`config.mk`:
```
export PLATFORM = sky130hd
export DESIGN_NAME = pps_freq_detector
export DESIGN_NICKNAME = d
export VERILOG_FILES = /design/src/rtl/pps_pll_pkg.sv /design/src/rtl/pps_sync.sv /design/src/rtl/pps_freq_detector.sv
export SDC_FILE = /design/constraint.sdc
export NUM_CORES = 1
export LEC_CHECK = 0
export ABC_CLOCK_PERIOD_IN_PS = 6800
export BUFFER_PORTS_ARGS = -buffer_cell sky130_fd_sc_hd__clkbuf_2
export CAP_MARGIN = 10
export CORE_MARGIN = 8
export CORE_UTILIZATION = 40
export CTS_CLUSTER_SIZE = 28
export DETAILED_ROUTE_END_ITERATION = 6
export PLACE_DENSITY = 0.57
export SETUP_SLACK_MARGIN = 0.5
export SYNTH_ARGS = -nofsm -noshare
export SYNTH_HDL_FRONTEND = slang
export SYNTH_HIERARCHICAL = 1
export SYNTH_SLANG_ARGS = --single-unit
```
`constraint.sdc`:
```
create_clock -name i_clk -period 6.8 [get_ports i_clk]
set_input_delay 1.7 -clock i_clk [delete_from_list [all_inputs] [get_ports i_clk]]
set_output_delay 1.7 -clock i_clk [all_outputs]
set_load 0.02 [all_outputs]
```
`src/rtl/pps_pll_pkg.sv`:
```
// Shared definitions for the PPS-disciplined PLL front end: the detector
// state encoding, default measurement constants and the hold word.
package pps_pll_pkg;

  typedef enum logic [1:0] {
    ST_IDLE    = 2'd0,
    ST_MEASURE = 2'd1,
    ST_COMPUTE = 2'd2
  } state_t;

  localparam int FREQ_WIDTH    = 32;
  localparam int CNT_WIDTH     = 26;
  localparam int NOMINAL_COUNT = 10_000_000;
  localparam int WINDOW_MIN    = 31_990_000;
  localparam int WINDOW_MAX    = 32_010_000;
  localparam int GAIN_SHIFT    = 7;
  localparam int ERR_LIMIT     = 1024;

  // Output word meaning "no valid measurement, freeze the filter".
  localparam int HOLD_WORD     = 0;

endpackage

```
`src/rtl/pps_sync.sv`:
```
// Optional N-stage synchronizer followed by a registered rising-edge detect.
// pDepth=2 for the asynchronous PPS input, pDepth=0 for signals already in
// the clk domain (the pulse is then the edge of the raw input).
module pps_sync #(
  parameter int pDepth = 2
) (
  input  logic i_clk,
  input  logic i_rst,
  input  logic i_in,
  output logic o_pulse
);

  logic w_level;
  logic r_prev;

  if (pDepth > 0) begin : g_sync
    logic [pDepth-1:0] r_sync;

    // Shift the raw input through the synchronizer chain.
    always_ff @(posedge i_clk or posedge i_rst) begin
      if (i_rst) begin
        r_sync <= '0;
      end else begin
        r_sync[0] <= i_in;
        for (int i = 1; i < pDepth; i++) begin
          r_sync[i] <= r_sync[i-1];
        end
      end
    end

    assign w_level = r_sync[pDepth-1];
  end else begin : g_bypass
    assign w_level = i_in;
  end

  // Remember the previous level for edge detection.
  always_ff @(posedge i_clk or posedge i_rst) begin
    if (i_rst) begin
      r_prev <= 1'b0;
    end else begin
      r_prev <= w_level;
    end
  end

  assign o_pulse = w_level & ~r_prev;

endmodule

```
`src/rtl/pps_freq_detector.sv`:
```
// Counts NCO rising edges between accepted PPS edges, turns the deviation
// from the nominal count into a corrected frequency word and strobes it into
// the loop filter. A word of 0 means hold (PPS lost).
// Optional lock detector enabled by defining PPS_LOCK_DETECT_EN.
module pps_freq_detector
  import pps_pll_pkg::*;
#(
  parameter int pWidth        = FREQ_WIDTH,
  parameter int pCntWidth     = CNT_WIDTH,
  parameter int pNominalCount = NOMINAL_COUNT,
  parameter int pWindowMin    = WINDOW_MIN,
  parameter int pWindowMax    = WINDOW_MAX,
  parameter int pGainShift    = GAIN_SHIFT,
  parameter int pErrLimit     = ERR_LIMIT
) (
  input  logic              i_clk,
  input  logic              i_rst,
  input  logic              i_pps,
  input  logic              i_nco_msb,
  input  logic [pWidth-1:0] i_freq_word,
  output logic [pWidth-1:0] o_out,
  output logic              o_ce,
  output logic              o_pps_missing,
  output logic              o_locked
);

  // One guard bit above the sign keeps the sum from wrapping even for an
  // out-of-range feedback word.
  localparam int lp_sum_w = pWidth + 2;

  localparam logic [pCntWidth-1:0]      lp_win_min  = pCntWidth'(pWindowMin);
  localparam logic [pCntWidth-1:0]      lp_win_max  = pCntWidth'(pWindowMax);
  localparam logic signed [pCntWidth:0] lp_nominal  = (pCntWidth+1)'(pNominalCount);
  localparam logic signed [pCntWidth:0] lp_err_lim  = (pCntWidth+1)'(pErrLimit);
  localparam logic signed [lp_sum_w-1:0] lp_word_min = lp_sum_w'(1);
  localparam logic signed [lp_sum_w-1:0] lp_word_max = $signed({3'b000, {(pWidth-1){1'b1}}});

  state_t                   r_state;
  state_t                   w_state_next;
  logic [pCntWidth-1:0]     r_int_cnt;
  logic [pCntWidth-1:0]     r_edge_cnt;
  logic [pWidth-1:0]        r_out;
  logic                     r_ce;
  logic                     r_missing;
  logic                     w_pps_edge;
  logic                     w_nco_edge;
  logic                     w_timeout;
  logic                     w_accept;
  logic signed [pCntWidth:0]  w_err;
  logic signed [pCntWidth:0]  w_err_clamp;
  logic signed [lp_sum_w-1:0] w_err_wide;
  logic signed [lp_sum_w-1:0] w_sum;
  logic [pWidth-1:0]        w_word_sat;

  pps_sync #(.pDepth(2)) u_pps_sync (
    .i_clk   (i_clk),
    .i_rst   (i_rst),
    .i_in    (i_pps),
    .o_pulse (w_pps_edge)
  );

  pps_sync #(.pDepth(0)) u_nco_sync (
    .i_clk   (i_clk),
    .i_rst   (i_rst),
    .i_in    (i_nco_msb),
    .o_pulse (w_nco_edge)
  );

  assign w_timeout = (r_int_cnt >= lp_win_max);
  assign w_accept  = w_pps_edge && (r_int_cnt >= lp_win_min);

  // Count error -> clamp -> scale -> add to feedback -> saturate to 1..max.
  always_comb begin
    w_err       = lp_nominal - $signed({1'b0, r_edge_cnt});
    w_err_clamp = w_err;
    if (w_err > lp_err_lim) begin
      w_err_clamp = lp_err_lim;
    end else if (w_err < -lp_err_lim) begin
      w_err_clamp = -lp_err_lim;
    end
    w_err_wide = $signed({{(lp_sum_w-pCntWidth-1){w_err_clamp[pCntWidth]}}, w_err_clamp});
    w_sum      = $signed({2'b00, i_freq_word}) + (w_err_wide <<< pGainShift);
    if (w_sum < lp_word_min) begin
      w_word_sat = pWidth'(1);
    end else if (w_sum > lp_word_max) begin
      w_word_sat = lp_word_max[pWidth-1:0];
    end else begin
      w_word_sat = w_sum[pWidth-1:0];
    end
  end

  // Next-state selection for the measurement FSM.
  always_comb begin
    w_state_next = r_state;
    case (r_state)
      ST_IDLE:    if (w_pps_edge) w_state_next = ST_MEASURE;
      ST_MEASURE: begin
        if (w_timeout) begin
          w_state_next = ST_IDLE;
        end else if (w_accept) begin
          w_state_next = ST_COMPUTE;
        end
      end
      ST_COMPUTE: w_state_next = ST_MEASURE;
      default:    w_state_next = ST_IDLE;
    endcase
  end

  // FSM state register.
  always_ff @(posedge i_clk or posedge i_rst) begin
    if (i_rst) begin
      r_state <= ST_IDLE;
    end else begin
      r_state <= w_state_next;
    end
  end

  // Interval and NCO-edge counters; COMPUTE counts as the first cycle of the
  // next window so consecutive windows have no gap.
  always_ff @(posedge i_clk or posedge i_rst) begin
    if (i_rst) begin
      r_int_cnt  <= '0;
      r_edge_cnt <= '0;
    end else begin
      case (r_state)
        ST_IDLE: begin
          if (w_pps_edge) begin
            r_int_cnt  <= '0;
            r_edge_cnt <= '0;
          end
        end
        ST_MEASURE: begin
          if (r_int_cnt < lp_win_max) r_int_cnt <= r_int_cnt + pCntWidth'(1);
          if (w_nco_edge && (r_edge_cnt != '1)) r_edge_cnt <= r_edge_cnt + pCntWidth'(1);
        end
        ST_COMPUTE: begin
          r_int_cnt  <= pCntWidth'(1);
          r_edge_cnt <= pCntWidth'(w_nco_edge);
        end
        default: ;
      endcase
    end
  end

  // Result word, strobe and sticky PPS-missing flag.
  always_ff @(posedge i_clk or posedge i_rst) begin
    if (i_rst) begin
      r_out     <= pWidth'(HOLD_WORD);
      r_ce      <= 1'b0;
      r_missing <= 1'b0;
    end else begin
      r_ce <= 1'b0;
      if ((r_state == ST_MEASURE) && w_timeout) begin
        r_out     <= pWidth'(HOLD_WORD);
        r_ce      <= 1'b1;
        r_missing <= 1'b1;
      end else if (r_state == ST_COMPUTE) begin
        r_out     <= w_word_sat;
        r_ce      <= 1'b1;
        r_missing <= 1'b0;
      end
    end
  end

`ifdef PPS_LOCK_DETECT_EN
  localparam logic signed [pCntWidth:0] lp_lock_tol = (pCntWidth+1)'(2);

  logic [3:0] r_lock_cnt;
  logic       w_err_small;

  assign w_err_small = (w_err <= lp_lock_tol) && (w_err >= -lp_lock_tol);

  // Count consecutive near-perfect windows; any large error or timeout restarts.
  always_ff @(posedge i_clk or posedge i_rst) begin
    if (i_rst) begin
      r_lock_cnt <= 4'd0;
    end else if ((r_state == ST_MEASURE) && w_timeout) begin
      r_lock_cnt <= 4'd0;
    end else if (r_state == ST_COMPUTE) begin
      if (!w_err_small) begin
        r_lock_cnt <= 4'd0;
      end else if (r_lock_cnt != 4'hF) begin
        r_lock_cnt <= r_lock_cnt + 4'd1;
      end
    end
  end

  assign o_locked = r_lock_cnt[3];
`else
  assign o_locked = 1'b0;
`endif

  assign o_out         = r_out;
  assign o_ce          = r_ce;
  assign o_pps_missing = r_missing;

endmodule

```
### Word level (Yosys, flattened, before mapping)

Cells that the tools add are included.

| operators by class | value |
|---|---|
| add/subtract/negate cells | 4 |
| equal/unequal tests | 7 |
| order comparisons | 7 |
| reduce and logical (&&, ||, !) cells | 9 |
| multiplexer cells | 19 |
| bitwise operators | 4 |

Operator list:

| operator | count |
|---|---|
| 26-bit one-hot mux with 3 select lines | 2 |
| 32-bit two-way mux | 4 |
| 26-bit two-way mux | 3 |
| 27-bit two-way mux | 2 |
| 26-bit by 1-bit adder with 26-bit output (second input constant) | 2 |
| 26-bit by 25-bit greater-or-equal comparator with 1-bit output (second input constant) | 2 |
| 33-bit by 34-bit adder with 34-bit output | 1 |
| 34-bit by 32-bit > comparator with 1-bit output (second input constant) | 1 |
| 34-bit by 2-bit < comparator with 1-bit output (second input constant) | 1 |
| 27-bit by 12-bit > comparator with 1-bit output (second input constant) | 1 |
| 27-bit by 11-bit < comparator with 1-bit output (second input constant) | 1 |
| 24-bit by 26-bit subtractor with 27-bit output (first input constant) | 1 |
| 26-bit by 25-bit < comparator with 1-bit output (second input constant) | 1 |
| 26-bit inequality test (second input constant) | 1 |
| 2-bit two-way mux | 3 |
| 2-bit inequality test (second input constant) | 3 |
| 2-bit one-hot mux with 3 select lines | 1 |
| 3-bit AND reduction | 2 |
| 1-bit two-way mux | 4 |
| 1-bit logical AND | 3 |
| 3-bit inequality test (second input constant) | 1 |
| 3-bit nonzero test | 1 |
| 1-bit bitwise AND | 2 |
| 2-bit by 1-bit equality test with 1-bit output (second input constant) | 1 |
| other kinds (5) | 6 |

| word-level totals | value |
|---|---|
| word-level logic and storage cells | 59 |
| input bits | 36 |
| register bits | 92 |

### Longest topological paths before layout

Gate-level depths: netlist (run 1).

| depth | value |
|---|---|
| word-level depth | 10 |
| mapped depth | 25 |
| mapped depth without buffers | 22 |

### Hierarchy

Netlist (run 1), hierarchy kept.

By module, submodules not included:

| module | sequential area each (um^2) | times used | cells an instance | area each (um^2) |
|---|---|---|---|---|
| pps_freq_detector | 2202.1 | 1 | 924 | 7193.1 |
| pps_sync at u_pps_sync | 75.1 | 1 | 5 | 92.6 |
| pps_sync at u_nco_sync | 25.0 | 1 | 3 | 42.5 |

### Least setup slack after synthesis (run 1)

OpenSTA, ideal clock, no wires.

| timing | value |
|---|---|
| kind | register to register |
| start point | reg r_edge_cnt[21] |
| end point | reg r_out[0], in the netlist o_out[0] |
| arrival time | 5511 ps |
| clock period less this slack | 5598 ps |
| required time | 6713 ps |
| library setup time | 87 ps |
| slack | 1202 ps |
| stages on the path, launching flop included | 24 |
| path through | dfrtp_1 buf_2 or4_4 a2111oi_4 a21oi_1 xor2_1 nand4_1 nor4_1 nand4_1 ha_1 or2_1 buf_2 nor2_1 ha_1 fa_1 a21oi_1 o211ai_1 a211oi_2 o21ai_0 a2111oi_0 nor3_1 xor2_1 or4_1 o211ai_1 |

| between the ends | value |
|---|---|
| cells in the longest elaborated chain, start to end | 10 |

Ends and longest elaborated chain:

| element | line | source |
|---|---|---|
| start, declared | pps_freq_detector.sv:41 | `logic [pCntWidth-1:0] r_edge_cnt;` |
| start signal, assigned | pps_freq_detector.sv:134 | `if (w_nco_edge && (r_edge_cnt != '1)) r_edge_cnt <= r_edge_cnt + pCntWidth'(1);` |
| start signal, assigned | pps_freq_detector.sv:138 | `r_edge_cnt <= pCntWidth'(w_nco_edge);` |
| 24-bit by 26-bit subtractor with 27-bit output (*) | pps_freq_detector.sv:74 | `w_err = lp_nominal - $signed({1'b0, r_edge_cnt});` |
| 27-bit by 11-bit < comparator with 1-bit output | pps_freq_detector.sv:78 | `end else if (w_err < -lp_err_lim) begin` |
| 27-bit two-way mux | pps_freq_detector.sv:78 |  |
| 27-bit two-way mux (*) | pps_freq_detector.sv:76 | `if (w_err > lp_err_lim) begin` |
| 33-bit by 34-bit adder with 34-bit output (*) | pps_freq_detector.sv:82 | `w_sum = $signed({2'b00, i_freq_word}) + (w_err_wide <<< pGainShift);` |
| 34-bit by 32-bit > comparator with 1-bit output | pps_freq_detector.sv:85 | `end else if (w_sum > lp_word_max) begin` |
| 32-bit two-way mux | pps_freq_detector.sv:85 |  |
| 32-bit two-way mux (*) | pps_freq_detector.sv:83 | `if (w_sum < lp_word_min) begin` |
| 32-bit two-way mux (*) | pps_freq_detector.sv:157 | `end else if (r_state == ST_COMPUTE) begin` |
| 32-bit two-way mux (*) | pps_freq_detector.sv:153 | `if ((r_state == ST_MEASURE) && w_timeout) begin` |
| end signal, assigned | pps_freq_detector.sv:148 | `r_out <= pWidth'(HOLD_WORD);` |
| end signal, assigned | pps_freq_detector.sv:154 | `r_out <= pWidth'(HOLD_WORD);` |
| end signal, assigned | pps_freq_detector.sv:158 | `r_out <= w_word_sat;` |
| end, declared | pps_freq_detector.sv:42 | `logic [pWidth-1:0] r_out;` |

Every way passes the cells marked *; elsewhere a longest branch is shown, timed or not. The select of a mux whose other input is x is not followed.
A chain may end at the register's enable or synchronous reset.

### Worst setup path in the final report (run 1)

| timing | value |
|---|---|
| start point | reg r_edge_cnt[17] |
| end point | reg r_out[0], in the netlist o_out[0] |

Same word-level chain as after synthesis.

==> metrics.md, run 1 <==
| Metric | Value |
|---|---|
| Post-Syn Instances | 932 |
| Hold buffer count at cts | 0 |
| Max Root-Sink Buffers | 2 |
| # port buffers | 69 |
| CTS tree | built |
| HPWL after detailed placement | 14770 um |
| Initial drt markers | 521 |
| Part of the cycle the worst path needs | 0.8766 |
| WS Path Type | reg2reg |
| Total grt overflow | 0 |
| WL final | 19780 um |
| YS warnings | 6 |
| Cell Pwr Density | 181.1 nW/um^2 |
| Root buf cell | clkbuf_16 |
| Synthesized area per cell | 7.863 sq um |
| Avg WL per Cell | 16.47 um |
| DRC violations left | 0 |
| Flops & latches, synth | 92 |
| Chip height | 151.4 um |
| Sink Count | 92 |
| Max-slew violations | 0 |
| TNS Setup | 0 ns |
| GRT Total Usage | 0.1710 |
| Commonest non-fill, non-tap cell in the layout | nor2_1 |
| Final setup viols | 0 |
| Vias | 6774 |
| Routed vias/inst | 5.640 |
| Hold crit path type | reg2reg |
| Commonest non-fill, non-tap cells in the layout | nor2_1, nand2_1, dfrtp_1 |
| DR pass1 iterations | 7 |
| Worst-skew pair later-pin latency | 0.35 ns |
| Max-cap viol count | 0 |
| Worst EP required | 7.06 ns |
| Max VDD drop | 124.8 uV |
| Synth unique cells | 69 |
| Initial antenna violation count | 0 |
| Slew HR | 0.3482 |
| FF-to-FF path depth | 19 |
| Sequential area share after synthesis | 0.3142 |
| Total power | 1.496 mW |
| Final hold violations | 0 |
| RSZ-0062 raised after global routing | false |
| Worst-path clk slew | 0.07 ns |
| Crit start category | register |
| CP Capture Type | register |
| Period minus WS final | 5.961 ns |
| RePlAce Congestion | 0.8497 |
| CP startpoint | r_edge_cnt[17]$_DFFE_PP0P_ |
| Starting Density | 0.4080 |
| IO Count | 71 |
| Status | finished clean |
| Die width | 151.4 um |
| Placed cell count | 1184 |
| Post-Layout Cell Count | 1201 |
| FMAX | 0.1678 GHz |
| Number of H-tree levels | 3 |
| Post-synth net total | 1004 |
| R2R Path Start | r_edge_cnt[17]$_DFFE_PP0P_ |
| Row cnt | 49 |
| Ant diodes | 0 |
| Vias in the first global route | 6156 |
| LEAKAGE | 3.603 nW |
| Most used DFF post-synth | dfrtp_1 |
| Fill count | 1815 |
| Area growth syn-to-layout | 12.72% |
| Worst slew pin tran | 0.9741 ns |
| Core area | 17960 sq um |
| Mapped Area | 7328 sq um |
| Storage cell area | 2308 sq um |
| Post-synth EDFFs | 0 |
| Largest net degree at the start of global routing | 66 |
| DRT antenna net count | 0 |
| Async set-reset flop share out of synthesis | 1.000 |
| Die ar. | 22910 sq um |
| HP Start | u_pps_sync/g_sync.r_sync[0]$_DFF_PP0_ |
| Crit-path max FO | 12 |
| # nets final | 1039 |
| WHS Path Cells | 0 |
| Global-route wire length before repair | 31870 um |
| CP arrival | 6.22 ns |
| Clk_skew | 0.01045 ns |
| Num CTS Buffers | 9 |
| Layout cell share with drive strength beyond 1 | 0.1461 |
| Multi-input logic area | 4730 sq um |
==> worst max-delay path, stage by stage, from the launching register on <==
cell       delay (ns)
dfrtp_2          0.50
or4_4            0.55
a2111oi_4        0.32
a21oi_1          0.14
xor2_1           0.24
nand4_1          0.12
nor4_1           0.22
nand4_1          0.14
ha_1             0.36
or3_1            0.41
ha_1             0.40
a21oi_1          0.31
o211ai_1         0.20
nor4b_2          0.30
o211ai_1         0.26
a21boi_1         0.21
xnor2_1          0.11
or4_1            0.49
or4_1            0.48
o211ai_1         0.10
==> logic make-up (layout without fill, tap and decap cells) <==
group,after synthesis,in the layout,share of synthesized area
other,1,1,0.0005117
flip-flops,92,92,0.3142
AND/OR/NAND/NOR,364,364,0.2421
buffers and inverters,97,137,0.05207
AO/OA/AOI/OAI,284,284,0.2585
XOR/XNOR,53,53,0.06334
multiplexers,5,5,0.006830
adder cells (fa/ha/maj),36,36,0.06249
==> final timing paths <==
path / to / slack [ns]
setup / recovery: o_out[0]$_DFFE_PP0P_ / 0.84
hold / removal: u_pps_sync/g_sync.r_sync[1]$_DFF_PP0_ / 0.36
setup reg to reg: o_out[0]$_DFFE_PP0P_ / 0.84
hold reg to reg: u_pps_sync/g_sync.r_sync[1]$_DFF_PP0_ / 0.36
max in group asynchronous: r_edge_cnt[1]$_DFFE_PP0P_ / 4.24
min in group asynchronous: u_nco_sync/r_prev$_DFF_PP0_ / 1.19
==> metrics by stage <==
step	cell area, sq um	setup WS, ns	hold WS (ns)	util
final	8260	0.8390	0.3623	0.4598
after global routing	8260	0.5001	0.3725	0.4598
after CTS	8180	0.5140	0.3672	0.4554
after detailed placement	7863	0.4301	0.3403	0.4377
after global placement	7863	0.6084	0.3414	0.4377
after floorplan	7328	1.202	0.3312	-
==> routing by layer <==
metal	vias to the layer above	GRT usage	routed length [um]
met3	13	0.02241	856
met2	142	0.2611	8884
met5	-	0	0
met1	3151	0.2487	9839
met4	0	0.04206	195
li1	3468	-	-
==> cell type report <==
class | instances | area share
inverters | 31 | 0.01424
flip-flops and latches | 92 | 0.2795
clock inverters | 6 | 0.009543
clock buffers | 10 | 0.02772
well taps | 229 | 0.03469
repair buffers | 90 | 0.06180
multi-input cells | 743 | 0.5726
==> power breakdown <==
group	internal [mW]	total [mW]	switching, mW
logic	0.128	0.382	0.254
registers	0.561	0.581	0.0203
clock network	0.294	0.532	0.238
total	0.983	1.50	0.513
==> cells in the mapped netlist, types with 3 or more instances <==
cell type | count | area, sq um
a31oi_1 | 10 | 62.56
a2bb2oi_1 | 3 | 26.28
and3_1 | 11 | 68.82
nor4_1 | 10 | 62.56
nand2_1 | 89 | 334.1
nand2b_1 | 5 | 31.28
o21bai_1 | 3 | 22.52
nand3_1 | 35 | 175.2
o211ai_1 | 69 | 518.0
clkbuf_1 | 52 | 195.2
o31ai_1 | 11 | 82.58
dfrtp_1 | 92 | 2302
nor4b_1 | 4 | 35.03
nor3_1 | 17 | 85.08
and4_1 | 3 | 26.28
inv_1 | 31 | 116.4
ha_1 | 35 | 437.9
o21ai_0 | 68 | 340.3
mux2i_1 | 5 | 50.05
xor2_1 | 31 | 271.5
nand3b_1 | 3 | 22.52
nand4_1 | 27 | 168.9
a21o_1 | 13 | 97.59
o22ai_1 | 3 | 18.77
nor2_1 | 111 | 416.7
a41oi_1 | 3 | 26.28
or3_1 | 6 | 37.54
or4_1 | 5 | 37.54
and2_1 | 13 | 81.33
nor3b_1 | 3 | 22.52
a211oi_1 | 6 | 45.04
a31o_2 | 3 | 26.28
nor2b_1 | 10 | 62.56
buf_2 | 11 | 55.05
a21oi_1 | 55 | 275.3
a211o_1 | 5 | 43.79
o21a_1 | 5 | 37.54
xnor2_1 | 22 | 192.7
==> sequential cells by signal, indices dropped and copies added (netlist names) <==
register	flops
u_pps_sync/g_sync.r_sync	2
r_int_cnt	26
r_state	2
o_pps_missing	1
u_pps_sync/r_prev	1
r_edge_cnt	26
u_nco_sync/r_prev	1
o_out	32
o_ce	1
==> timing repair <==
| action | 4_1_cts | 5_1_grt |
|---|---|---|
| resized for setup | 2 | 19 |
| buffers inserted | 0 | 1 |
| pin swaps | 0 | 2 |
| endpoints found under the setup margin | 31 | 31 |
(Power assumes the default switching activity.)
==> run 2, diff against run 1 <==
--- a/config.mk
+++ b/config.mk
@@ -12,7 +12,7 @@
 export CORE_UTILIZATION = 40
 export CTS_CLUSTER_SIZE = 28
 export DETAILED_ROUTE_END_ITERATION = 6
-export PLACE_DENSITY = 0.57
+export PLACE_DENSITY_LB_ADDON = 0.05
 export SETUP_SLACK_MARGIN = 0.5
 export SYNTH_ARGS = -nofsm -noshare
 export SYNTH_HDL_FRONTEND = slang
==> run 2 against run 1 <==
Effect of this change: total power decreased by 2.8%; clock skew increased by 0.0032 ns; critical path type unchanged; sequential share of layout area about the same; sequential power about the same; cell area decreased by 0.23%; highest routed layer unchanged; fmax about the same.
==> metrics.md, run 2 (synthesis gave the netlist of run 1 again) <==
| Metric | Value |
|---|---|
| Status | finished clean (unchanged) |
| Routed vias/inst | 5.582 (was 5.640) |
| Die width | 151.4 um (unchanged) |
| Clk_skew | 0.01365 ns (was 0.01045 ns) |
| Chip height | 151.4 um (unchanged) |
| Layout cell share with drive strength beyond 1 | 0.1453 (was 0.1461) |
| Total power | 1.454 mW (was 1.496 mW) |
| Initial drt markers | 353 (was 521) |
| Hold_ws | 0.3523 ns (was 0.3623 ns) |
| # port buffers | 69 (unchanged) |
| TNS Setup | 0 ns (unchanged) |
| WL final | 20360 um (was 19780 um) |
| Crit-path max FO | 12 (unchanged) |
| Max VDD drop | 145.5 uV (was 124.8 uV) |
| Max Root-Sink Buffers | 2 (unchanged) |
| HPWL after detailed placement | 15180 um (was 14770 um) |
| Avg WL per Cell | 16.88 um (was 16.47 um) |
| DRT antenna net count | 0 (unchanged) |
| FMAX | 0.1677 GHz (was 0.1678 GHz) |
| Part of the cycle the worst path needs | 0.8771 (was 0.8766) |
| Worst path cell trace | a211o_1, a2111oi_4, buf_4, a21oi_1, a31oi_2, and4b_1, nand4_1, o31a_2, or2_4, nor2_1, ha_1, fa_1, nor4_1, o211ai_1, a211o_1, nor3_1, nor4b_1, o221a_2, nand4b_1, or4_1, o211ai_1 (was or4_4, a2111oi_4, a21oi_1, xor2_1, nand4_1, nor4_1, nand4_1, ha_1, or3_1, ha_1, a21oi_1, o211ai_1, nor4b_2, o211ai_1, a21boi_1, xnor2_1, or4_1, or4_1, o211ai_1) |
| Final hold violations | 0 (unchanged) |
| R2r setup slk | 0.84 ns (about the same) |
| WHS Path Cells | 0 (unchanged) |
| Hold buffer count at cts | 0 (unchanged) |
| RePlAce Congestion | 0.8352 (was 0.8497) |
| GRT Total Usage | 0.1779 (was 0.1710) |
| Worst path max stage delay | 0.51 ns (was 0.55 ns) |
| Reg2reg end | o_out[0]$_DFFE_PP0P_ (unchanged) |
| Initial antenna violation count | 0 (unchanged) |
| Final setup viols | 0 (unchanged) |
| R2R Path Start | r_edge_cnt[12]$_DFFE_PP0P_ (was r_edge_cnt[17]$_DFFE_PP0P_) |
| Placed cell count | 1187 (was 1184) |
| LEAKAGE | 3.609 nW (was 3.603 nW) |
| Max reg flops | 32 (unchanged) |
| CP max-delay cell | dfrtp_1 (was or4_4) |
| Die ar. | 22910 sq um (unchanged) |
| Crit path buf inv count | 1 (was 0) |
| Sink Count | 92 (unchanged) |
| HP Start | u_pps_sync/g_sync.r_sync[0]$_DFF_PP0_ (unchanged) |
| Num CTS Buffers | 9 (unchanged) |
| Row cnt | 49 (unchanged) |
| Worst slew pin tran | 1.066 ns (was 0.9741 ns) |
| Worst-path clk slew | 0.07 ns (about the same) |
| Vias in the first global route | 6240 (was 6156) |
| Area growth syn-to-layout | 12.46% (was 12.72%) |
| RSZ-0062 raised after global routing | false (unchanged) |
| Hold crit path type | reg2reg (unchanged) |
| Final core occ | 0.4588 (was 0.4598) |
| Commonest non-fill, non-tap cell in the layout | nor2_1 (unchanged) |
| CP arrival | 6.23 ns (was 6.22 ns) |
| Worst EP required | 7.06 ns (about the same) |
| Commonest non-fill, non-tap cells in the layout | nor2_1, nand2_1, dfrtp_1 (unchanged) |
| DRC violations left | 0 (unchanged) |
| Worst-skew pair later-pin latency | 0.36 ns (was 0.35 ns) |
| CTS tree | built (unchanged) |
| Slew HR | 0.2866 (was 0.3482) |
| Worst hold endpoint | u_pps_sync/g_sync.r_sync[1]$_DFF_PP0_ (unchanged) |
| Root buf cell | clkbuf_16 (unchanged) |
| Crit start category | register (unchanged) |
| Post-Layout Cell Count | 1206 (was 1201) |
| Core area | 17960 sq um (unchanged) |
| # nets final | 1044 (was 1039) |
| Global-route wire length before repair | 32860 um (was 31870 um) |
| Max-slew violations | 0 (unchanged) |
| CP top delay family | compound AO/OA/AOI/OAI gates (was simple AND/OR/NAND/NOR gates) |
| CP Capture Type | register (unchanged) |
| Max-cap viol count | 0 (unchanged) |
| FF-to-FF path depth | 21 (was 19) |
| WS Path Type | reg2reg (unchanged) |
| Starting Density | 0.4080 (unchanged) |
| Ant diodes | 0 (unchanged) |
| DR pass1 iterations | 5 (was 7) |
| Vias | 6732 (was 6774) |
| Cell Pwr Density | 176.4 nW/um^2 (was 181.1 nW/um^2) |
| IO Count | 71 (unchanged) |
| Total grt overflow | 0 (unchanged) |
| Largest net degree at the start of global routing | 59 (was 66) |
| Number of H-tree levels | 3 (unchanged) |
| Period minus WS final | 5.964 ns (was 5.961 ns) |
[run 2: repair_timing]
action | 4_1_cts | 5_1_grt
gates resized for setup | 1 | 14
endpoints found under the setup margin | 2 | 31
pin swaps | 0 | 2
buffers inserted | 0 | 3
[run 2: power by group]
group | leakage (nW) | switching (mW) | total, mW | internal (mW)
sequential | 1.11 | 0.0185 | 0.579 | 0.561
combinational | 2.37 | 0.252 | 0.372 | 0.120
clock | 0.138 | 0.239 | 0.502 | 0.264
[run 2: worst max-delay path by stage]
stage	startpoint	end	slack, ns	depth (start not counted)
after floorplan	r_edge_cnt[21]$_DFFE_PP0P_	o_out[0]$_DFFE_PP0P_	1.20	23
after global placement	r_edge_cnt[17]$_DFFE_PP0P_	o_out[3]$_DFFE_PP0P_	0.60	24
after detailed placement	r_edge_cnt[17]$_DFFE_PP0P_	o_out[16]$_DFFE_PP0P_	0.52	24
after CTS	r_edge_cnt[17]$_DFFE_PP0P_	o_out[16]$_DFFE_PP0P_	0.55	24
after global routing	r_edge_cnt[0]$_DFFE_PP0P_	o_out[0]$_DFFE_PP0P_	0.43	23
final	r_edge_cnt[12]$_DFFE_PP0P_	o_out[0]$_DFFE_PP0P_	0.84	21
[run 2: worst reg2reg max path: stages, from the launching register on]
cell and delay (ns):
dfrtp_1 0.51, a211o_1 0.43, a2111oi_4 0.42, buf_4 0.19, a21oi_1 0.06, a31oi_2 0.24
and4b_1 0.23, nand4_1 0.15, o31a_2 0.41, or2_4 0.28, nor2_1 0.16, ha_1 0.21
fa_1 0.44, nor4_1 0.36, o211ai_1 0.14, a211o_1 0.28, nor3_1 0.12, nor4b_1 0.27
o221a_2 0.25, nand4b_1 0.10, or4_1 0.51, o211ai_1 0.11
[run 2: metrics by stage]
| step | setup WS [ns] | cell area (sq um) |
|---|---|---|
| 2_1_floorplan | 1.202 | 7328 |
| 3_3_place_gp | 0.5984 | 7885 |
| 3_5_place_dp | 0.5220 | 7885 |
| 4_1_cts | 0.5521 | 8177 |
| 5_1_grt | 0.4263 | 8242 |
| 6_report | 0.8360 | 8242 |
[run 2: metal layers]
metal | GRT usage | vias up | part of all wire
met3 | 0.02062 | 11 | 0.036
met2 | 0.2764 | 96 | 0.45
met1 | 0.2548 | 3152 | 0.50
met4 | 0.04849 | 0 | 0.0093
li1 | - | 3473 | -
met5 | 0 | - | 0
[run 2: cell type report]
class,count,area (sq um)
Timing Repair Buffer,95,551.8
Multi-Input combinational cell,743,4692
Clock buffer,11,242.7
Sequential cell,92,2306
Fill cell,1847,9722
Inverter,31,117.6
Tap cell,229,286.5
Clock inverter,5,45.04
